===== config.mk =====
export PLATFORM = sky130hd
export DESIGN_NAME = servant_sleep_ctrl
export DESIGN_NICKNAME = d
export VERILOG_FILES = /design/src/rtl/servant_sleep_pkg.sv /design/src/rtl/servant_sync2.sv /design/src/rtl/servant_sleep_ctrl.sv
export SDC_FILE = /design/constraint.sdc
export NUM_CORES = 1
export LEC_CHECK = 0
export ABC_AREA = 0
export BUFFER_PORTS_ARGS = -buffer_cell sky130_fd_sc_hd__buf_2
export CAP_MARGIN = 30
export CORE_MARGIN = 4
export CORE_UTILIZATION = 40
export DETAILED_ROUTE_END_ITERATION = 10
export PLACE_DENSITY = 0.68
export SLEW_MARGIN = 5
export SYNTH_ARGS = -nofsm -noshare
export SYNTH_HDL_FRONTEND = slang
export SYNTH_SLANG_ARGS = --single-unit

===== constraint.sdc =====
create_clock -name i_clk -period 2.74 [get_ports i_clk]
set_clock_uncertainty 0.2 [all_clocks]
set_input_delay 0.411 -clock i_clk [delete_from_list [all_inputs] [get_ports i_clk]]
set_output_delay 0.411 -clock i_clk [all_outputs]
set_load 0.1 [all_outputs]

===== src/rtl/servant_sleep_pkg.sv =====
// Shared types and constants for the servant clock-gating sleep controller.
package servant_sleep_pkg;

    // Controller phases: running, draining the bus, clock gated, settling after wake.
    typedef enum logic [1:0] {
        RUN   = 2'd0,
        DRAIN = 2'd1,
        GATED = 2'd2,
        WAKE  = 2'd3
    } sleep_state_e;

    // Bit positions inside the wake-cause vector.
    localparam int CAUSE_SW    = 0;
    localparam int CAUSE_TIMER = 1;
    localparam int CAUSE_EXT   = 2;

    // Width of the drain/settle counters: enough to hold the larger cycle count, at least 1 bit.
    function automatic int cntWidth(input int drainCycles, input int wakeCycles);
        int maxCycles;
        int w;
        maxCycles = (drainCycles > wakeCycles) ? drainCycles : wakeCycles;
        w = $clog2(maxCycles + 1);
        return (w < 1) ? 1 : w;
    endfunction

endpackage


===== src/rtl/servant_sync2.sv =====
// Two-flop synchroniser bringing an asynchronous level into the main clock domain.
module servant_sync2 (
    input  logic i_clk,
    input  logic i_rst,
    input  logic i_d,
    output logic o_q
);

    logic meta_q;
    logic sync_q;

    // Shift the asynchronous input through two flops to let metastability resolve.
    always_ff @(posedge i_clk or posedge i_rst) begin
        if (i_rst) begin
            meta_q <= 1'b0;
            sync_q <= 1'b0;
        end else begin
            meta_q <= i_d;
            sync_q <= meta_q;
        end
    end

    assign o_q = sync_q;

endmodule


===== src/rtl/servant_sleep_ctrl.sv =====
// Sleep controller for the servant SERV core: drains the Wishbone bus, gates the core
// clock enable, and re-enables it on software, timer or external wake events.
module servant_sleep_ctrl
    import servant_sleep_pkg::*;
#(
    parameter int DRAIN_CYCLES = 4,
    parameter int WAKE_CYCLES  = 2,
    parameter int SYNC_EXT_IRQ = 1
) (
    input  logic        i_clk,
    input  logic        i_rst,
    input  logic        i_sleep_req,
    input  logic        i_wakeup_req,
    input  logic        i_ext_irq,
    input  logic        i_timer_irq,
    input  logic        i_wb_cyc,
    output logic        o_clk_en,
    output logic        o_sleeping,
    output logic [2:0]  o_wake_cause,
    output logic [15:0] o_sleep_cnt
);

    localparam int CW = cntWidth(DRAIN_CYCLES, WAKE_CYCLES);
    localparam int WAKE_LAST_I = (WAKE_CYCLES == 0) ? 0 : WAKE_CYCLES - 1;
    localparam logic [CW-1:0] DRAIN_LAST = CW'(DRAIN_CYCLES);
    localparam logic [CW-1:0] WAKE_LAST  = CW'(WAKE_LAST_I);

    sleep_state_e  state_q;
    logic          clkEn_q;
    logic          sleeping_q;
    logic [2:0]    wakeCause_q;
    logic [15:0]   sleepCnt_q;
    logic [15:0]   sleepCnt_d;
    logic [CW-1:0] drainCnt_q;
    logic [CW-1:0] settleCnt_q;

    logic          extIrqS;
    logic          wakeEvt;
    logic [2:0]    wakeCauseNow;

    // The external interrupt is only synchronised when it may arrive from another domain.
    generate
        if (SYNC_EXT_IRQ != 0) begin : gSync
            servant_sync2 uExtSync (
                .i_clk (i_clk),
                .i_rst (i_rst),
                .i_d   (i_ext_irq),
                .o_q   (extIrqS)
            );
        end else begin : gNoSync
            assign extIrqS = i_ext_irq;
        end
    endgenerate

    // Combine the wake sources and build the cause snapshot and saturating entry count.
    always_comb begin
        wakeEvt = i_wakeup_req | extIrqS | i_timer_irq;
        wakeCauseNow = 3'b000;
        wakeCauseNow[CAUSE_SW]    = i_wakeup_req;
        wakeCauseNow[CAUSE_TIMER] = i_timer_irq;
        wakeCauseNow[CAUSE_EXT]   = extIrqS;
        sleepCnt_d = (sleepCnt_q == 16'hFFFF) ? sleepCnt_q : sleepCnt_q + 16'd1;
    end

    // Sleep sequencer with registered clock enable and status outputs; a wake event always beats a sleep request.
    always_ff @(posedge i_clk or posedge i_rst) begin
        if (i_rst) begin
            state_q     <= RUN;
            clkEn_q     <= 1'b1;
            sleeping_q  <= 1'b0;
            wakeCause_q <= 3'b000;
            sleepCnt_q  <= 16'd0;
            drainCnt_q  <= '0;
            settleCnt_q <= '0;
        end else begin
            case (state_q)
                RUN: begin
                    if (i_sleep_req && !wakeEvt) begin
                        state_q    <= DRAIN;
                        drainCnt_q <= '0;
                    end
                end
                DRAIN: begin
                    if (wakeEvt) begin
                        state_q <= RUN;
                    end else if (i_wb_cyc) begin
                        drainCnt_q <= '0;
                    end else if (drainCnt_q == DRAIN_LAST) begin
                        state_q    <= GATED;
                        clkEn_q    <= 1'b0;
                        sleeping_q <= 1'b1;
                        sleepCnt_q <= sleepCnt_d;
                    end else begin
                        drainCnt_q <= drainCnt_q + 1'b1;
                    end
                end
                GATED: begin
                    if (wakeEvt) begin
                        state_q     <= WAKE;
                        clkEn_q     <= 1'b1;
                        wakeCause_q <= wakeCauseNow;
                        settleCnt_q <= '0;
                    end
                end
                WAKE: begin
                    if (settleCnt_q == WAKE_LAST) begin
                        state_q    <= RUN;
                        sleeping_q <= 1'b0;
                    end else begin
                        settleCnt_q <= settleCnt_q + 1'b1;
                    end
                end
                default: begin
                    state_q    <= RUN;
                    clkEn_q    <= 1'b1;
                    sleeping_q <= 1'b0;
                end
            endcase
        end
    end

    assign o_clk_en     = clkEn_q;
    assign o_sleeping   = sleeping_q;
    assign o_wake_cause = wakeCause_q;
    assign o_sleep_cnt  = sleepCnt_q;

endmodule


# Word-level counts from Yosys, hierarchy flattened
# Index checks and enable logic that the tools add are counted.
totals:
  ff_bits: 31
  output_inout_bits: 21
  wordCells: 72
  in_bits: 7
classes:
  eq_ne: 16
  mux: 25
  reduce_logical: 14
  bitwise_logic: 5
  add_sub_neg: 3
op_table:
  columns: ["operator", "n"]
  rows:
  - ["5-bit AND reduction", 4]
  - ["3-bit two-way mux", 6]
  - ["16-bit by 1-bit adder with 16-bit output (second input constant)", 1]
  - ["16-bit equality test (second input constant)", 1]
  - ["2-bit inequality test (second input constant)", 7]
  - ["2-bit two-way mux", 6]
  - ["3-bit one-hot mux with 2 select lines", 2]
  - ["3-bit inequality test (second input constant)", 3]
  - ["1-bit two-way mux", 8]
  - ["2-bit one-hot mux with 4 select lines", 1]
  - ["2-bit nonzero test", 4]
  - ["3-bit by 1-bit adder with 3-bit output (second input constant)", 2]
  - ["2-bit equality test (second input constant)", 2]
  - ["1-bit one-hot mux with 2 select lines", 2]
  - ["4-bit AND reduction", 1]
  - ["3-bit by 1-bit equality test with 1-bit output (second input constant)", 1]
  - ["3-bit equality test (second input constant)", 1]
  - ["1-bit NOT", 3]
  - ["3-bit AND reduction", 1]
  - ["2-bit by 1-bit equality test with 1-bit output (second input constant)", 1]
  - ["2-bit logical NOT", 1]
  - ["1-bit OR", 2]
  - ["2-bit AND reduction", 1]
  - ["1-bit logical AND", 1]
  - ["1-bit logical NOT", 1]

# Logic depth before layout (Yosys ltp)
# Gate-level depths: netlist of run 1.
logic_depth:
  ltp_word: 6
  depth_mapped: 6
  depth_no_buf: 6

# By module
# From an unflattened synthesis of run 1, not the netlist that was laid out.
hier_totals:
  hier_cells: 148
  area_unflattened_um2: 1570.3
modules_own_cells:
  columns: ["mod", "instances", "cells_per_inst", "area_each_um2"]
  rows:
  - ["servant_sleep_ctrl", 1, 145, 1516.5]
  - ["servant_sync2", 1, 3, 53.8]

# Worst setup path after synthesis of run 1
# OpenSTA, ideal clock, no wires.
synth_path:
  path_type: "reg-to-reg"
  start: "reg sleepCnt_q[0] (netlist: o_sleep_cnt[0])"
  end: "reg sleepCnt_q[1] (netlist: o_sleep_cnt[1])"
  n_path_buf: 0
  path_stages_with_launch: 6
  t_required_ns: 2.414
  setup_ns: 0.126
  arrival_time_ns: 2.301
  path_slack_ns: 0.113
  path_cell_list: "dfrtp_1 > ha_1 > nand3_1 > or3_1 > o21ai_1 > mux2_2"
synth_between:
  elab_chain_cells: 3
  elab_cells_between_ends: 4
  classes_between: "add/sub (1); eq/ne (1); bitwise (1); reduce/logical (1)"
synth_lines:
  columns: ["item", "line_no", "source"]
  rows:
  - ["from (decl)", "servant_sleep_ctrl.sv:32", "logic [15:0] sleepCnt_q;"]
  - ["from (signal assigned)", "servant_sleep_ctrl.sv:92", "sleepCnt_q <= sleepCnt_d;"]
  - ["branches (longest 3 deep; another with 16-bit by 1-bit adder with 16-bit output)", null, null]
# Parallel ways; which one is timed is not known.
# A chain may end at the register's enable or synchronous reset.

# Final worst setup path of run 1
layout_path:
  start: "reg drainCnt_q[0]"
  end: "reg drainCnt_q[2]"
layout_between:
  elab_chain_cells: 5
  elab_cells_between_ends: 8
  classes_between: "add/sub (1); eq/ne (2); mux (4); reduce/logical (1)"
layout_lines:
  columns: ["item", "line_no", "source"]
  rows:
  - ["from (decl)", "servant_sleep_ctrl.sv:34", "logic [CW-1:0] drainCnt_q;"]
  - ["from (signal assigned)", "servant_sleep_ctrl.sv:94", "drainCnt_q <= drainCnt_q + 1'b1;"]
  - ["3-bit by 1-bit adder with 3-bit output", "servant_sleep_ctrl.sv:94", null]
  - ["3-bit two-way mux", "servant_sleep_ctrl.sv:88", "end else if (drainCnt_q == DRAIN_LAST) begin"]
  - ["3-bit two-way mux", "servant_sleep_ctrl.sv:86", "end else if (i_wb_cyc) begin"]
  - ["3-bit two-way mux", "servant_sleep_ctrl.sv:84", "if (wakeEvt) begin"]
  - ["3-bit one-hot mux with 2 select lines", "servant_sleep_ctrl.sv:76", "case (state_q)"]
# Parallel ways exist; a longest one is shown, timed or not. The select of a mux whose other input is x is not followed.

==> results of run 1 <==
[routing by layer]
layer  global-route usage  wire length (µm)  vias up
li1                     -                 -      590
met1                0.166              1360      606
met2                0.231              1620       33
met3               0.0511               176        5
met4               0.0438                44        0
met5                    0                 0        -
[cells by family after synthesis]
group | count (synthesis)
AOI/OAI and AO/OA | 19
and+or+nand+nor | 70
muxes | 1
xor gates and xnor gates | 15
adders and majority gates | 5
DFF | 31
buffers and inverters | 8
[synth_stat cells, types with 3 or more instances]
master   number  share of area
o21ai_1       3         0.0095
a22o_1        5          0.028
o21ai_0       8          0.025
nand2_1      21          0.050
nand4_1       4          0.016
nor3_1        5          0.016
dfrtp_1      30           0.47
nor2_1        7          0.017
ha_1          5          0.039
inv_1         6          0.014
xor2_1       12          0.066
and4_1        3          0.017
xnor2_1       3          0.017
nor4_1        3          0.012
nand3_1       6          0.019
[path summary, 6_finish.rpt]
path,startpoint,end,slack (ns)
worst max-delay path,drainCnt_q[0]$_DFFE_PP0P_,drainCnt_q[2]$_DFFE_PP0P_,0.66
worst min-delay path,i_rst,o_wake_cause[0]$_DFFE_PP0P_,-0.003
worst max register to register,drainCnt_q[0]$_DFFE_PP0P_,drainCnt_q[2]$_DFFE_PP0P_,0.66
worst min register to register,gSync.uExtSync.meta_q$_DFF_PP0_,gSync.uExtSync.o_q$_DFF_PP0_,0.15
max in group asynchronous,i_rst,o_clk_en$_DFFE_PP1P_,2.03
min in group i_clk,i_ext_irq,gSync.uExtSync.meta_q$_DFF_PP0_,0.04
[placed cells by master, fill, tap and decap left out, types with 3 or more instances in the layout]
cell      Yosys  layout
nor4_1        3       3
nor2_1        7       7
o21ai_1       3       3
a22o_1        5       5
buf_2         0      27
ha_1          5       5
clkbuf_8      0       7
dfrtp_1      30      30
nor3_1        5       5
nand2_1      21      21
inv_1         6       6
nand3_1       6       6
xor2_1       12      12
nand4_1       4       4
and4_1        3       3
xnor2_1       3       3
o21ai_0       8       8
[state kept, by name, indices dropped and copies added, names as in the netlist, named ones only]
signal,flops
gSync.uExtSync.o_q,1
gSync.uExtSync.meta_q,1
state_q,1
o_sleep_cnt,16
settleCnt_q,3
o_sleeping,1
o_clk_en,1
drainCnt_q,3
o_wake_cause,3
[worst register-to-register path, cell delays in order (launching register included)]
cell and delay [ns]:
dfrtp_1 0.41, inv_1 0.06, ha_1 0.18, and4b_1 0.26
or4_4 0.58, o21ai_0 0.19, o21ai_1 0.08
[per-stage QoR]
step / cell area, µm² / worst slack (ns) / power (mW) / hold slack (ns)
3_3_place_gp: 1760 / 0.695 / 0.892 / 0.136
6_report: 1860 / 0.659 / 1.29 / -0.00282
5_1_grt: 1860 / 0.484 / 1.35 / 0.0265
2_1_floorplan: 1580 / 0.113 / 0.853 / 0.131
3_5_place_dp: 1760 / 0.647 / 0.905 / 0.137
4_1_cts: 1860 / 0.652 / 1.31 / 0.00472
[cell type report]
type                            count  area, µm²  share of cell area
Sequential cell                    31        777               0.417
Clock buffer                        8        100              0.0537
Inverter                            6       22.5              0.0121
Multi-Input combinational cell    110        762               0.409
Timing Repair Buffer               28        143              0.0765
Tap cell                           48       60.1              0.0322
[where the power goes]
part / internal [mW] / switching, mW
combinational: 0.0826 / 0.245
clock: 0.229 / 0.165
sequential: 0.510 / 0.0573
total: 0.822 / 0.468
==> out/metrics.yaml, run 1 <==
outcome: "finished with violations"
failed_checks: "hold timing"
p_leak_nw: 0.953
drive_gt1_frac: 0.257
place_inst: 223
synth_cell_types: 39
root_buffer: "clkbuf_8"
cts_buffers: 5
path_class: "reg2reg"
crit_chain: "inv_1 > ha_1 > and4b_1 > or4_4 > o21ai_0 > o21ai_1"
grt_pass1_wl_um: 5510
clkTransAtPathRegs_ns: 0.06
synth-compound-area-share: 0.0766
vias_per_cell: 5.34
synthArstFlopShare: 1.00
drt-total-wl_um: 3200
cts_resized: 0
overflow: 0
vias: 1234
final_cells: 231
cts_hold_buf: 0
synthFlopType: "dfrtp_1"
ctsHtreeMaxLevel: 2
syn_area_um2: 1580
critPathLaunchType: "flop"
path_buf_inv: 1
slew_violations: 0
endpoint_kind: "flop"
synth_top_family_by_area: "simple AND/OR/NAND/NOR gates"
finalCriticalPeriod_ns: 2.08
final-setup-viol-count: 0
grt_start_max_net_pins: 32
cts_tree: "built"
hp-class: "in2async"
routedWlPerCell_um: 13.9
setup-tns-final_ns: 0
rsz0062_at_grt: "false"
final_antenna_net_count: 0
num_io_pins: 28
die-area_um2: 5030
track_usage: 0.138
r2r_cells: 6
dr.pass1.iters: 4
die_x_um: 70.9
grt_pass1_vias: 1194
powerDensity_nw_per_um2: 692
die_y_um: 70.9
vdd_drop_max_uv: 308
yosysSeqAreaShare: 0.491
syn2layout_area_growth_pct: 17.7
worstPathMaxFanout: 6
yosysWarningCount: 0
worst-path-stages: 6
diodes: 0
syn-num-nets: 161
dp_hpwl_um: 2410
tightestPinTransition_ns: 0.646
clock_path_buffers: 2
cpPeakStageDelay_ns: 0.58
fmax_ghz: 0.481
fin_util: 0.498
slew_headroom: 0.568
worstSkewPairLatency_ns: 0.28
antenna_found_initial: 0
syn_inst: 149
drc: 0
hold_violations: 7
muxShareOfSynthArea: 0.00711
crit_family: "simple AND/OR/NAND/NOR gates"
rows: 22
initial_core_util: 0.423
gp_congestion: 0.750
synth_edf_count: 0
fill_cells: 354
core_um2: 3740
synth_seq_cells: 31
cp.required_ns: 2.70
crit_slowest_cell: "or4_4"
fin_crit_sh: 0.759
drv_cap: 0
synth_area_per_cell_um2: 10.6
nets: 194
cp.arrival_ns: 2.05
fin_hold_ws_ns: -0.00282
yosys.area_share.simple: 0.275
drt-initial-drc-count: 56
synth_fa_ha_area_frac: 0.0395
io_buffers: 27
cts_setup_buffers: 0
clkSinkCount: 31
synth_xor_area_frac: 0.0829
No activity file was read; power rests on OpenSTA's default activity.
==> run 2, diff against run 1 <==
clock period = 1.95 ns   (was 2.74 ns; I/O delays follow)
==> out/metrics.yaml, run 2 (synthesis gave the netlist of run 1 again) <==
final_antenna_net_count: 0  # unchanged
clkTransAtPathRegs_ns: 0.07  # about the same
powerDensity_nw_per_um2: 834  # +20%
nets: 213  # +9.8%
fin_util: 0.571  # +0.0725
fmax_ghz: 0.514  # +7.0%
fill_cells: 336  # -5.1%
gp_congestion: 0.750  # -0.11%
r2r_cells: 6  # unchanged
final_cells: 250  # +8.2%
overflow: 0  # unchanged
slew_violations: 0  # unchanged
rrSetupSlack_ns: 0.004  # -0.65 ns
hp-start: "i_timer_irq"
finalCriticalPeriod_ns: 1.95  # -0.135 ns
rsz0062_at_grt: "true"
fin_hold_ws_ns: 0.0647  # +0.0675 ns
p_leak_nw: 1.01  # +6.3%
cts_tree: "built"
drv_cap: 0  # unchanged
path_class: "reg2reg"
final_common_cell: "buf_2"
initial_core_util: 0.423  # unchanged
dr.pass1.iters: 5  # +1
critPathLaunchType: "flop"
vdd_drop_max_uv: 350  # +14%
track_usage: 0.158  # +0.0200
die_y_um: 70.9  # unchanged
tightestPinTransition_ns: 0.535  # -0.111 ns
syn2layout_area_growth_pct: 34.8
worst_r2r_endpoint: "drainCnt_q[0]$_DFFE_PP0P_"
root_buffer: "clkbuf_8"
die_x_um: 70.9  # unchanged
crit_slowest_cell: "or4_4"
total_power_mw: 1.78  # +38%
drive_gt1_frac: 0.460  # +0.204
hold_end: "o_wake_cause[1]$_DFFE_PP0P_"
outcome: "finished clean"
core_um2: 3740  # unchanged
cp.arrival_ns: 1.96  # -0.09 ns
drt-total-wl_um: 3660  # +14%
io_buffers: 27  # unchanged
worstPathMaxFanout: 6  # unchanged
layout_common_cells: "27 x buf_2, 20 x nand2_1, 17 x buf_4"
diodes: 0  # unchanged
r2r-start: "drainCnt_q[1]$_DFFE_PP0P_"
ctsHtreeMaxLevel: 2  # unchanged
grt_pass1_wl_um: 6100  # +11%
regArea_um2: 830  # +6.8%
hold_violations: 0  # -7
final-setup-viol-count: 0  # unchanged
slew_headroom: 0.643  # +0.0744
die-area_um2: 5030  # unchanged
place_inst: 234  # +4.9%
largest_reg_flops: 16  # unchanged
cpPeakStageDelay_ns: 0.53  # -0.05 ns
worstSkewPairLatency_ns: 0.29  # about the same
clkSinkCount: 31  # unchanged
worstHoldPathCells: 3
rows: 22  # unchanged
final_area_um2: 2140  # +15%
drt-initial-drc-count: 44  # -21%
cp.required_ns: 1.96  # -0.74 ns
cts_buffers: 5  # unchanged
grt_pass1_vias: 1309  # +9.6%
vias: 1285  # +4.1%
num_io_pins: 28  # unchanged
drc: 0  # unchanged
routedWlPerCell_um: 14.6  # +5.5%
dp_hpwl_um: 2570  # +6.7%
antenna_found_initial: 0  # unchanged
multi_input_area_um2: 846  # +11%
hp-class: "in2reg"
place_area_um2: 1930  # +9.5%
vias_per_cell: 5.14  # -3.8%
fin_crit_sh: 0.998  # +0.238
endpoint_kind: "flop"
grt_start_max_net_pins: 32  # unchanged
clock_path_buffers: 2  # unchanged
crit_chain: "inv_1 > ha_2 > and4b_2 > or4_4 > nand2b_4 > o21ai_2"
## run 2: cell types whose count changed in the layout (fill, tap and decap cells not counted), sizes merged
cell         change
buf             +17
clkinv           +3
dlygate4sd3      +2
clkbuf           -3
## run 2: how the worst max path moves through the flow
stage	start	endpoint	slack [ns]	cells after the start
3_5_place_dp	o_sleep_cnt[5]$_DFFE_PP0P_	o_sleep_cnt[6]$_DFFE_PP0P_	-0.11	5
5_1_grt	drainCnt_q[1]$_DFFE_PP0P_	drainCnt_q[0]$_DFFE_PP0P_	-0.04	6
6_report	drainCnt_q[1]$_DFFE_PP0P_	drainCnt_q[0]$_DFFE_PP0P_	0.004	6
2_1_floorplan	o_sleep_cnt[0]$_DFFE_PP0P_	o_sleep_cnt[1]$_DFFE_PP0P_	-0.16	5
4_1_cts	drainCnt_q[1]$_DFFE_PP0P_	o_sleep_cnt[8]$_DFFE_PP0P_	-0.05	7
3_3_place_gp	o_sleep_cnt[1]$_DFFE_PP0P_	o_sleep_cnt[6]$_DFFE_PP0P_	-0.005	5
## run 2: through the flow
step	setup WS, ns	setup TNS [ns]
final	0.00447	0
after global routing	-0.0439	-0.152
after CTS	-0.0487	-0.0892
after detailed placement	-0.107	-0.522
after global placement	-0.00517	-0.00517
after floorplan	-0.157	-1.45
## run 2: power breakdown
| group | total [mW] | switching, mW | leakage (nW) | internal (mW) |
|---|---|---|---|---|
| clock | 0.491 | 0.247 | 0.0477 | 0.244 |
| combinational | 0.520 | 0.379 | 0.582 | 0.142 |
| sequential | 0.769 | 0.0527 | 0.383 | 0.717 |
| total | 1.78 | 0.678 | 1.01 | 1.10 |
## run 2: metal layers
metal	routed length [µm]	share of wire	up-vias	GRT usage
li1	-	-	626	-
met1	1580	0.43	630	0.184
met2	1830	0.50	23	0.254
met3	166	0.045	6	0.0568
met4	78	0.021	0	0.0856
met5	0	0	-	0
## run 2: area by class of cell
| type | count | area share |
|---|---|---|
| inverters | 6 | 0.0105 |
| well taps | 48 | 0.0281 |
| clock buffers | 5 | 0.0322 |
| flip-flops and latches | 31 | 0.388 |
| repair buffers | 47 | 0.138 |
| multi-input cells | 110 | 0.396 |
| clock inverters | 3 | 0.00703 |
## run 2: repair_timing
action                                 CTS  global route
resized for setup                        3             9
cloned                                   0             0
setup buffers                            3             3
setup endpoints to repair               11            12
hold buffers                             2             0
pin swaps                                4             4
endpoints found under the hold margin   31             0
## run 2: worst max-delay path: cells and delay by family, from the launching register on
family          cells  cell delay (ns)
compound gates      1             0.13
fa+ha+maj           1             0.15
buf+inv             1             0.06
flops               1             0.38
simple gates        3             0.96
